--- config.mk ---
export PLATFORM = sky130hd
export DESIGN_NAME = softmax_row_driver
export DESIGN_NICKNAME = d
export VERILOG_FILES = /design/src/rtl/softmax_row_driver.sv
export SDC_FILE = /design/constraint.sdc
export NUM_CORES = 1
export LEC_CHECK = 0
export BUFFER_PORTS_ARGS = -buffer_cell sky130_fd_sc_hd__buf_4
export CORE_AREA = 3 3 216 218
export CTS_CLUSTER_SIZE = 14
export DETAILED_ROUTE_END_ITERATION = 12
export DIE_AREA = 0 0 219 221
export HOLD_SLACK_MARGIN = 0.03
export PLACE_DENSITY = 0.62
export SLEW_MARGIN = 20
export SYNTH_ARGS = -nofsm -noshare
export SYNTH_HDL_FRONTEND = slang
export SYNTH_SLANG_ARGS = --single-unit
--- constraint.sdc ---
create_clock -name clk -period 7.92 [get_ports clk]
set_input_delay 0.396 -clock clk [delete_from_list [all_inputs] [get_ports clk]]
set_output_delay 0.396 -clock clk [all_outputs]
set_load 0.005 [all_outputs]
--- src/rtl/softmax_row_driver.sv ---
// softmax_row_driver: sequences rows from the output buffer through the
// softmax block and writes each result row to the result buffer.
//
// Ports:
//   clk, rst        clock, asynchronous active-high reset
//   start           one-cycle job request (sampled in IDLE only)
//   row_count       rows in the job        (latched with start)
//   src_base        first read address     (latched with start)
//   dst_base        first write address    (latched with start)
//   busy, done      job status / end-of-job pulse
//   rd_en, rd_addr  output-buffer read strobe and address
//   rd_data         row data, valid the cycle after rd_en
//   sm_en, sm_xi    softmax start pulse and row presented on Xi
//   sm_out          softmax result
//   wr_valid, wr_ready, wr_addr, wr_data
//                   result-buffer write port (valid/ready)

`ifndef ARRAYWIDTH
`define ARRAYWIDTH 4
`endif

module softmax_row_driver #(
   parameter int NUM_LANES  = `ARRAYWIDTH,
   parameter int DATA_W     = 32,
   parameter int ADDR_W     = 8,
   parameter int SM_LATENCY = 24
) (
   input  logic                        clk,
   input  logic                        rst,
   input  logic                        start,
   input  logic [ADDR_W-1:0]           row_count,
   input  logic [ADDR_W-1:0]           src_base,
   input  logic [ADDR_W-1:0]           dst_base,
   output logic                        busy,
   output logic                        done,
   output logic                        rd_en,
   output logic [ADDR_W-1:0]           rd_addr,
   input  logic [NUM_LANES*DATA_W-1:0] rd_data,
   output logic                        sm_en,
   output logic [NUM_LANES*DATA_W-1:0] sm_xi,
   input  logic [NUM_LANES*DATA_W-1:0] sm_out,
   output logic                        wr_valid,
   input  logic                        wr_ready,
   output logic [ADDR_W-1:0]           wr_addr,
   output logic [NUM_LANES*DATA_W-1:0] wr_data
);

   localparam int ROW_W = NUM_LANES * DATA_W;
   // Counter holds SM_LATENCY-1 down to 0; SM_LATENCY >= 2 keeps CNT_W >= 1.
   localparam int CNT_W = $clog2(SM_LATENCY);
   localparam logic [CNT_W-1:0] LAT_LOAD = CNT_W'(SM_LATENCY - 1);

   typedef enum logic [2:0] {
      S_IDLE,
      S_READ,
      S_WAIT_RD,
      S_LAUNCH,
      S_WAIT_SM,
      S_WRITE,
      S_DONE
   } state_t;

   state_t              state_q;
   state_t              state_d;

   logic [ADDR_W-1:0]   row_idx_q;
   logic [ADDR_W-1:0]   row_cnt_q;
   logic [ADDR_W-1:0]   src_q;
   logic [ADDR_W-1:0]   dst_q;
   logic [CNT_W-1:0]    lat_q;
   logic [ROW_W-1:0]    xi_q;
   logic [ROW_W-1:0]    res_q;

   logic [ADDR_W-1:0]   idx_next;

   logic                ld_job;
   logic                ld_xi;
   logic                ld_lat;
   logic                dec_lat;
   logic                ld_res;
   logic                inc_row;

   assign idx_next = row_idx_q + ADDR_W'(1);

   // Both registers hold their value outside the single load cycle, so
   // Xi stays stable while softmax is idle and the write payload stays
   // stable under backpressure.
   assign sm_xi   = xi_q;
   assign wr_data = res_q;

   // ------------------------------------------------------------------
   // State register
   // ------------------------------------------------------------------
   always_ff @(posedge clk or posedge rst) begin
      if (rst) begin
         state_q <= S_IDLE;
      end else begin
         state_q <= state_d;
      end
   end

   // ------------------------------------------------------------------
   // Next state and outputs
   // ------------------------------------------------------------------
   always_comb begin
      state_d  = state_q;
      busy     = (state_q != S_IDLE);
      done     = 1'b0;
      rd_en    = 1'b0;
      rd_addr  = '0;
      sm_en    = 1'b0;
      wr_valid = 1'b0;
      wr_addr  = '0;
      ld_job   = 1'b0;
      ld_xi    = 1'b0;
      ld_lat   = 1'b0;
      dec_lat  = 1'b0;
      ld_res   = 1'b0;
      inc_row  = 1'b0;

      unique case (state_q)
         S_IDLE: begin
            if (start) begin
               ld_job = 1'b1;
               if (row_count == '0) begin
                  state_d = S_DONE;
               end else begin
                  state_d = S_READ;
               end
            end
         end

         S_READ: begin
            rd_en   = 1'b1;
            rd_addr = src_q + row_idx_q;
            state_d = S_WAIT_RD;
         end

         S_WAIT_RD: begin
            ld_xi   = 1'b1;
            state_d = S_LAUNCH;
         end

         S_LAUNCH: begin
            sm_en   = 1'b1;
            ld_lat  = 1'b1;
            state_d = S_WAIT_SM;
         end

         // Counter reaches 0 in the cycle SM_LATENCY after LAUNCH,
         // which is the cycle sm_out carries the result.
         S_WAIT_SM: begin
            if (lat_q == '0) begin
               ld_res  = 1'b1;
               state_d = S_WRITE;
            end else begin
               dec_lat = 1'b1;
            end
         end

         S_WRITE: begin
            wr_valid = 1'b1;
            wr_addr  = dst_q + row_idx_q;
            if (wr_ready) begin
               inc_row = 1'b1;
               if (idx_next == row_cnt_q) begin
                  state_d = S_DONE;
               end else begin
                  state_d = S_READ;
               end
            end
         end

         S_DONE: begin
            done    = 1'b1;
            state_d = S_IDLE;
         end

         default: begin
            state_d = S_IDLE;
         end
      endcase
   end

   // ------------------------------------------------------------------
   // Job parameters and row index
   // ------------------------------------------------------------------
   always_ff @(posedge clk or posedge rst) begin
      if (rst) begin
         row_cnt_q <= '0;
         src_q     <= '0;
         dst_q     <= '0;
         row_idx_q <= '0;
      end else if (ld_job) begin
         row_cnt_q <= row_count;
         src_q     <= src_base;
         dst_q     <= dst_base;
         row_idx_q <= '0;
      end else if (inc_row) begin
         row_idx_q <= idx_next;
      end
   end

   // ------------------------------------------------------------------
   // Softmax latency counter
   // ------------------------------------------------------------------
   always_ff @(posedge clk or posedge rst) begin
      if (rst) begin
         lat_q <= '0;
      end else if (ld_lat) begin
         lat_q <= LAT_LOAD;
      end else if (dec_lat) begin
         lat_q <= lat_q - CNT_W'(1);
      end
   end

   // ------------------------------------------------------------------
   // Row data registers
   // ------------------------------------------------------------------
   always_ff @(posedge clk or posedge rst) begin
      if (rst) begin
         xi_q <= '0;
      end else if (ld_xi) begin
         xi_q <= rd_data;
      end
   end

   always_ff @(posedge clk or posedge rst) begin
      if (rst) begin
         res_q <= '0;
      end else if (ld_res) begin
         res_q <= sm_out;
      end
   end

endmodule

== After elaboration in Yosys (flattened, before gate mapping) ==
Cells that the tools add are included.

* Register bits: 296
* Output and inout bits: 277
* Logic and storage cells: 54

* Add/subtract/negate cells: 4
* Equal/unequal tests: 10
* Multiplexer cells: 25
* Reduce and logical (&&, ||, !) cells: 7

{| class="wikitable"
|+ Operator list
! kind !! count
|-
| $mux W8 || 4
|-
| $pmux W3 S6 || 1
|-
| $add A8 B8 Y8 || 2
|-
| $mux W3 || 5
|-
| $mux W1 || 13
|-
| $mux W5 || 2
|-
| $eq A3 B3 Y1 const B || 3
|-
| $add A8 B1 Y8 const B || 1
|-
| $eq A8 B8 Y1 || 1
|-
| $logic_not A8 Y1 || 1
|-
| $eq A3 B2 Y1 const B || 2
|-
| $ne A2 B2 Y1 const B || 3
|-
| $logic_not A5 Y1 || 1
|-
| $sub A5 B1 Y5 const B || 1
|-
| $reduce_bool A2 Y1 || 2
|-
| $eq A3 B1 Y1 const B || 1
|-
| $logic_not A3 Y1 || 1
|-
| $reduce_and A3 Y1 || 1
|-
| $reduce_bool A3 Y1 || 1
|}

== Longest topological paths before layout ==
* Word-level depth: 5
* Mapped depth: 8

== Worst setup path before layout ==
Ideal clock, no wire load.

* Kind: flip-flop to output port
* Start point: register row_idx_q[1]
* End point: output port wr_addr[7]
* Arrival: 1.944 ns
* Path slack: 5.580 ns
* Stages on the path, launching flop included: 8
* Cells stage by stage: dfrtp_1 -> ha_1 -> a21o_1 -> a21oi_1 -> o21bai_1 -> a2111oi_0 -> o21ai_0 -> a21oi_1

* Cells in the longest elaborated chain, start to end: 2

{| class="wikitable"
|+ RTL lines
! item !! RTL line !! source
|-
| from (decl) || 66 || <nowiki>logic [ADDR_W-1:0] row_idx_q;</nowiki>
|-
| from (signal assigned) || 200 || <nowiki>row_idx_q <= idx_next;</nowiki>
|-
| $add A8 B8 Y8 || 163 || <nowiki>wr_addr = dst_q + row_idx_q;</nowiki>
|-
| $mux W8 || 121 || <nowiki>unique case (state_q)</nowiki>
|-
| to (decl) || 44 || <nowiki>output logic [ADDR_W-1:0] wr_addr,</nowiki>
|}

No other way between the ends.

== Worst setup path in the final report ==
* Start point: register lat_q[0]
* End point: register res_q[103], in the netlist wr_data[103]

* Cells in the longest elaborated chain, start to end: 3

{| class="wikitable"
|+ RTL lines
! item !! RTL line !! source
|-
| from (decl) || 70 || <nowiki>logic [CNT_W-1:0] lat_q;</nowiki>
|-
| from (signal assigned) || 213 || <nowiki>lat_q <= lat_q - CNT_W'(1);</nowiki>
|-
| $logic_not A5 Y1 || 153 || <nowiki>if (lat_q == '0) begin</nowiki>
|-
| $mux W1 || 153 ||
|-
| $mux W1 || 121 ||
|-
| to (signal assigned) || 232 || <nowiki>res_q <= sm_out;</nowiki>
|-
| to (decl) || 72 || <nowiki>logic [ROW_W-1:0] res_q;</nowiki>
|}

No other way between the ends.
A chain may end at the register's enable or synchronous reset.

==> parameters.txt <==
Parameter                              Value

Critical path
  Critical Path, Cell by Cell ... inv_1 > ha_1 > or4b_4 > or4b_4 > buf_4 > buf_4 > mux2_4
  Arrival time at the worst endpoint ... 4.00 ns
  Delay contributed by the slowest stage of the critical path ... 0.80 ns
  Critical Path End Type ... flip-flop
  Critical Setup Path Class ... flip-flop to flip-flop
  Source of the critical timing path ... lat_q[0]$_DFFE_PP0P_
  Origin of the critical flop-to-flop path ... lat_q[0]$_DFFE_PP0P_
  R2R Setup Slk ... 4.32 ns
  CP max FO ... 57
  FF-to-FF End ... wr_data[103]$_DFFE_PP0P_
  Worst reg-to-reg path cell count ... 7
  Crit path required time ... 8.32 ns
  CP max-delay cell ... sky130_fd_sc_hd__or4b_4
  Worst setup SP type ... flip-flop

CTS
  H-tree depth ... 2
  Worst-Skew Late Latency ... 0.52 ns
  CTS Root Cell ... sky130_fd_sc_hd__clkbuf_16
  Clock tree buffer depth ... 3
  Post-CTS resize count ... 0
  Buffer count from post-CTS setup fixing ... 0
  Total CTS buffers ... 36
  Clock-pin slew on the worst setup and hold paths ... 0.06 ns
  Post-CTS Hold Buffers ... 0
  Sink Count ... 296
  TritonCTS clock tree ... done

Final layout
  Layout cell share with drive strength beyond 1 ... 0.643
  Final core utilization ... 0.411
  Area of the multi-input gates ... 4900 µm²
  Commonest non-fill, non-tap cell in the layout ... sky130_fd_sc_hd__buf_4
  Cell Count, Final, Fillers Out ... 2007
  Leading cell types in the layout, fill and taps excluded ... sky130_fd_sc_hd__buf_4 (567), sky130_fd_sc_hd__dfrtp_1 (296), sky130_fd_sc_hd__mux2_2 (159)
  Antenna diode instance count ... 0
  Area overhead of the layout relative to synthesis ... 45.6%
  Register area ... 7410 µm²
  Number of nets in the layout ... 1688
  Fillers ... 4254

GRT
  Overflow after GRT ... 0
  Tot GR Track Use ... 0.152
  Pin count of the biggest net entering global routing ... 163
  Antenna violations before repair ... 0
  Global-route wire length before repair ... 57.4 mm
  Vias in the first global route ... 9369

Drt
  Routed wire length ... 38.4 mm
  Met1 routed wirelength after detailed routing ... 14.5 mm
  Highest routing layer actually used ... met4
  Drc violations ... 0
  Number of DRC markers in iteration 0 ... 552
  Via count of the routed design ... 8880
  Wire length on met3 ... 3.18 mm
  Remaining number of nets flagged by the antenna check after routing ... 0
  Average wire length per cell after detail routing ... 19.1 µm
  Average vias per placed instance ... 4.42
  Initial DRT Pass Iterations ... 4
  Wire length on met2 ... 19.7 mm

Timing
  Slew margin rel. ... 0.282
  Setup repair after global routing missed its margin ... no
  Least-Margin Pin Slew ... 1.08 ns
  Count of endpoints failing hold in the final timing report ... 0
  Post-Route Setup TNS ... 0 ns
  Upper clock frequency limit ... 278 MHz
  Time the worst path needs with I/O delays and setup ... 3.60 ns
  Period Utilization, post-route ... 0.454
  Final setup margin ... 4.32 ns
  Number of setup violations in the final report ... 0
  Number of slew-limit violations in the final report ... 0
  Final clock skew ... 0.0147 ns

Floorplanning
  Overall die width ... 219 µm
  Count of pins on the block boundary ... 561
  Total die area ... 48400 µm²
  Height of the die ... 221 µm
  Total number of placement rows ... 78
  Standard cell core area ... 45100 µm²
  Initial core utilization ... 0.282

Yosys
  Post-synthesis instance area ... 12700 µm²
  Cells after Synth ... 819
  Flip-flop and latch count after synthesis ... 296
  Sequential share of the synthesized area ... 0.583
  YS warnings ... 0
  Number of distinct library cells after synthesis ... 48
  Most instantiated flip-flop cell in the synthesis netlist ... sky130_fd_sc_hd__dfrtp_1
  Async set or reset register ratio after synthesis ... 1.00
  Number of flops mapped to enable cells by yosys ... 0
  Average footprint of a synthesized cell ... 15.5 µm²
  Synthesized net count ... 1122

Hold path
  Min-Delay Startpoint ... row_count[7]
  Hold Path Cell Cnt ... 3
  Capture endpoint of the worst hold path ... row_cnt_q[7]$_DFFE_PP0P_
  Hold crit path type ... input pin to flip-flop

Placement
  Final weighted congestion of routability-driven global placement ... 0.839
  PortBufs ... 560
  Setup slack at placement ... 4.39 ns
  Total placed cells including tap cells ... 1947
  Detailed placement HPWL ... 28.7 mm

Flow run
  Max-capacitance violation count ... 0

Power and ir drop
  Pwr dens ... 314 nW/µm²
  Leakage power total ... 9.16 nW
  Worst IR drop on VDD ... 0.000189 V

Outcome
  Outcome ... finished, final reports clean
-- sequential cells by signal, indices dropped and copies added, names as in the netlist --
signal	count
dst_q	8
lat_q	5
row_cnt_q	8
row_idx_q	8
sm_xi	128
src_q	8
state_q	3
wr_data	128
-- per-stage QoR --
stage	hold slack (ns)	power [mW]	cell area (µm²)
2_1_floorplan	0.485	3.23	12700
3_3_place_gp	0.489	4.22	17400
3_5_place_dp	0.496	4.27	17400
4_1_cts	0.0507	5.91	18500
5_1_grt	0.0679	6.14	18500
6_report	0.0992	5.80	18500
-- per-layer routing --
layer  vias to the layer above  track usage
li1                       4040            -
met1                      4409        0.178
met2                       361        0.270
met3                        70       0.0404
met4                         0       0.0498
met5                         -            0
-- cell usage after synthesis (2+ instances only) --
cell                        number  area (µm²)
sky130_fd_sc_hd__a2111oi_0       4        35.0
sky130_fd_sc_hd__a211oi_1        3        22.5
sky130_fd_sc_hd__a21o_1          4        30.0
sky130_fd_sc_hd__a21oi_1        16        80.1
sky130_fd_sc_hd__a32oi_1         2        17.5
sky130_fd_sc_hd__and2_1          3        18.8
sky130_fd_sc_hd__and3_1          6        37.5
sky130_fd_sc_hd__buf_12         11         220
sky130_fd_sc_hd__buf_2           6        30.0
sky130_fd_sc_hd__buf_6           3        33.8
sky130_fd_sc_hd__clkbuf_1       20        75.1
sky130_fd_sc_hd__dfrtp_1       296        7410
sky130_fd_sc_hd__fa_1            2        40.0
sky130_fd_sc_hd__ha_1           17         213
sky130_fd_sc_hd__inv_1          13        48.8
sky130_fd_sc_hd__mux2_2        159        1790
sky130_fd_sc_hd__mux2_4        120        1800
sky130_fd_sc_hd__nand2_1        20        75.1
sky130_fd_sc_hd__nand3_1         6        30.0
sky130_fd_sc_hd__nand3b_1        3        22.5
sky130_fd_sc_hd__nor2_1         23        86.3
sky130_fd_sc_hd__nor3_1          7        35.0
sky130_fd_sc_hd__nor4_1          3        18.8
sky130_fd_sc_hd__o21ai_0        16        80.1
sky130_fd_sc_hd__o21bai_1        4        30.0
sky130_fd_sc_hd__o31ai_1         4        30.0
sky130_fd_sc_hd__or2_2           2        12.5
sky130_fd_sc_hd__or3_1           2        12.5
sky130_fd_sc_hd__or4b_4          2        27.5
sky130_fd_sc_hd__xnor2_1        12         105
sky130_fd_sc_hd__xor2_1         13         114
-- worst max-delay path by stage --
stage	slack [ns]	endpoint	cells past startpoint
after floorplan	3.59	dst_q[0]$_DFFE_PP0P_	1
after global placement	4.41	wr_data[37]$_DFFE_PP0P_	7
after detailed placement	4.39	wr_data[103]$_DFFE_PP0P_	7
after CTS	4.36	wr_data[35]$_DFFE_PP0P_	7
after global routing	4.21	wr_data[42]$_DFFE_PP0P_	7
final	4.32	wr_data[103]$_DFFE_PP0P_	7
-- critical path: cells and delay by family, from the launching register on --
kind / cells / cell delay [ns]
fa+ha+maj: 1 / 0.15
buf+inv: 3 / 1.12
flops: 1 / 0.37
mux: 1 / 0.44
simple gates: 2 / 1.27
-- layout make-up --
| cell class | instances | share of cell area |
|---|---|---|
| clock buffer | 54 | 0.0573 |
| clock inverter | 6 | 0.00311 |
| inverter | 14 | 0.00304 |
| multi-input combinational | 469 | 0.265 |
| sequential | 296 | 0.400 |
| tap | 600 | 0.0406 |
| timing repair buffer | 568 | 0.231 |
-- kinds of logic (layout without fill, tap and decap cells) --
kind of cell | Yosys count | after routing | share of synthesized area
AO/OA/AOI/OAI | 62 | 62 | 0.0318
XOR/XNOR | 25 | 25 | 0.0172
flip-flops | 296 | 296 | 0.583
multiplexers | 280 | 280 | 0.283
adder cells (fa/ha/maj) | 19 | 19 | 0.0199
buffers and inverters | 54 | 642 | 0.0324
AND/OR/NAND/NOR | 83 | 83 | 0.0330
-- report_power, final --
group	leakage (nW)	switching, mW	internal [mW]	total [mW]
Clock	0.548	0.628	0.951	1.58
Sequential	3.48	0.291	1.98	2.27
Combinational	5.14	0.754	1.20	1.96
(Power assumes the default switching activity.)
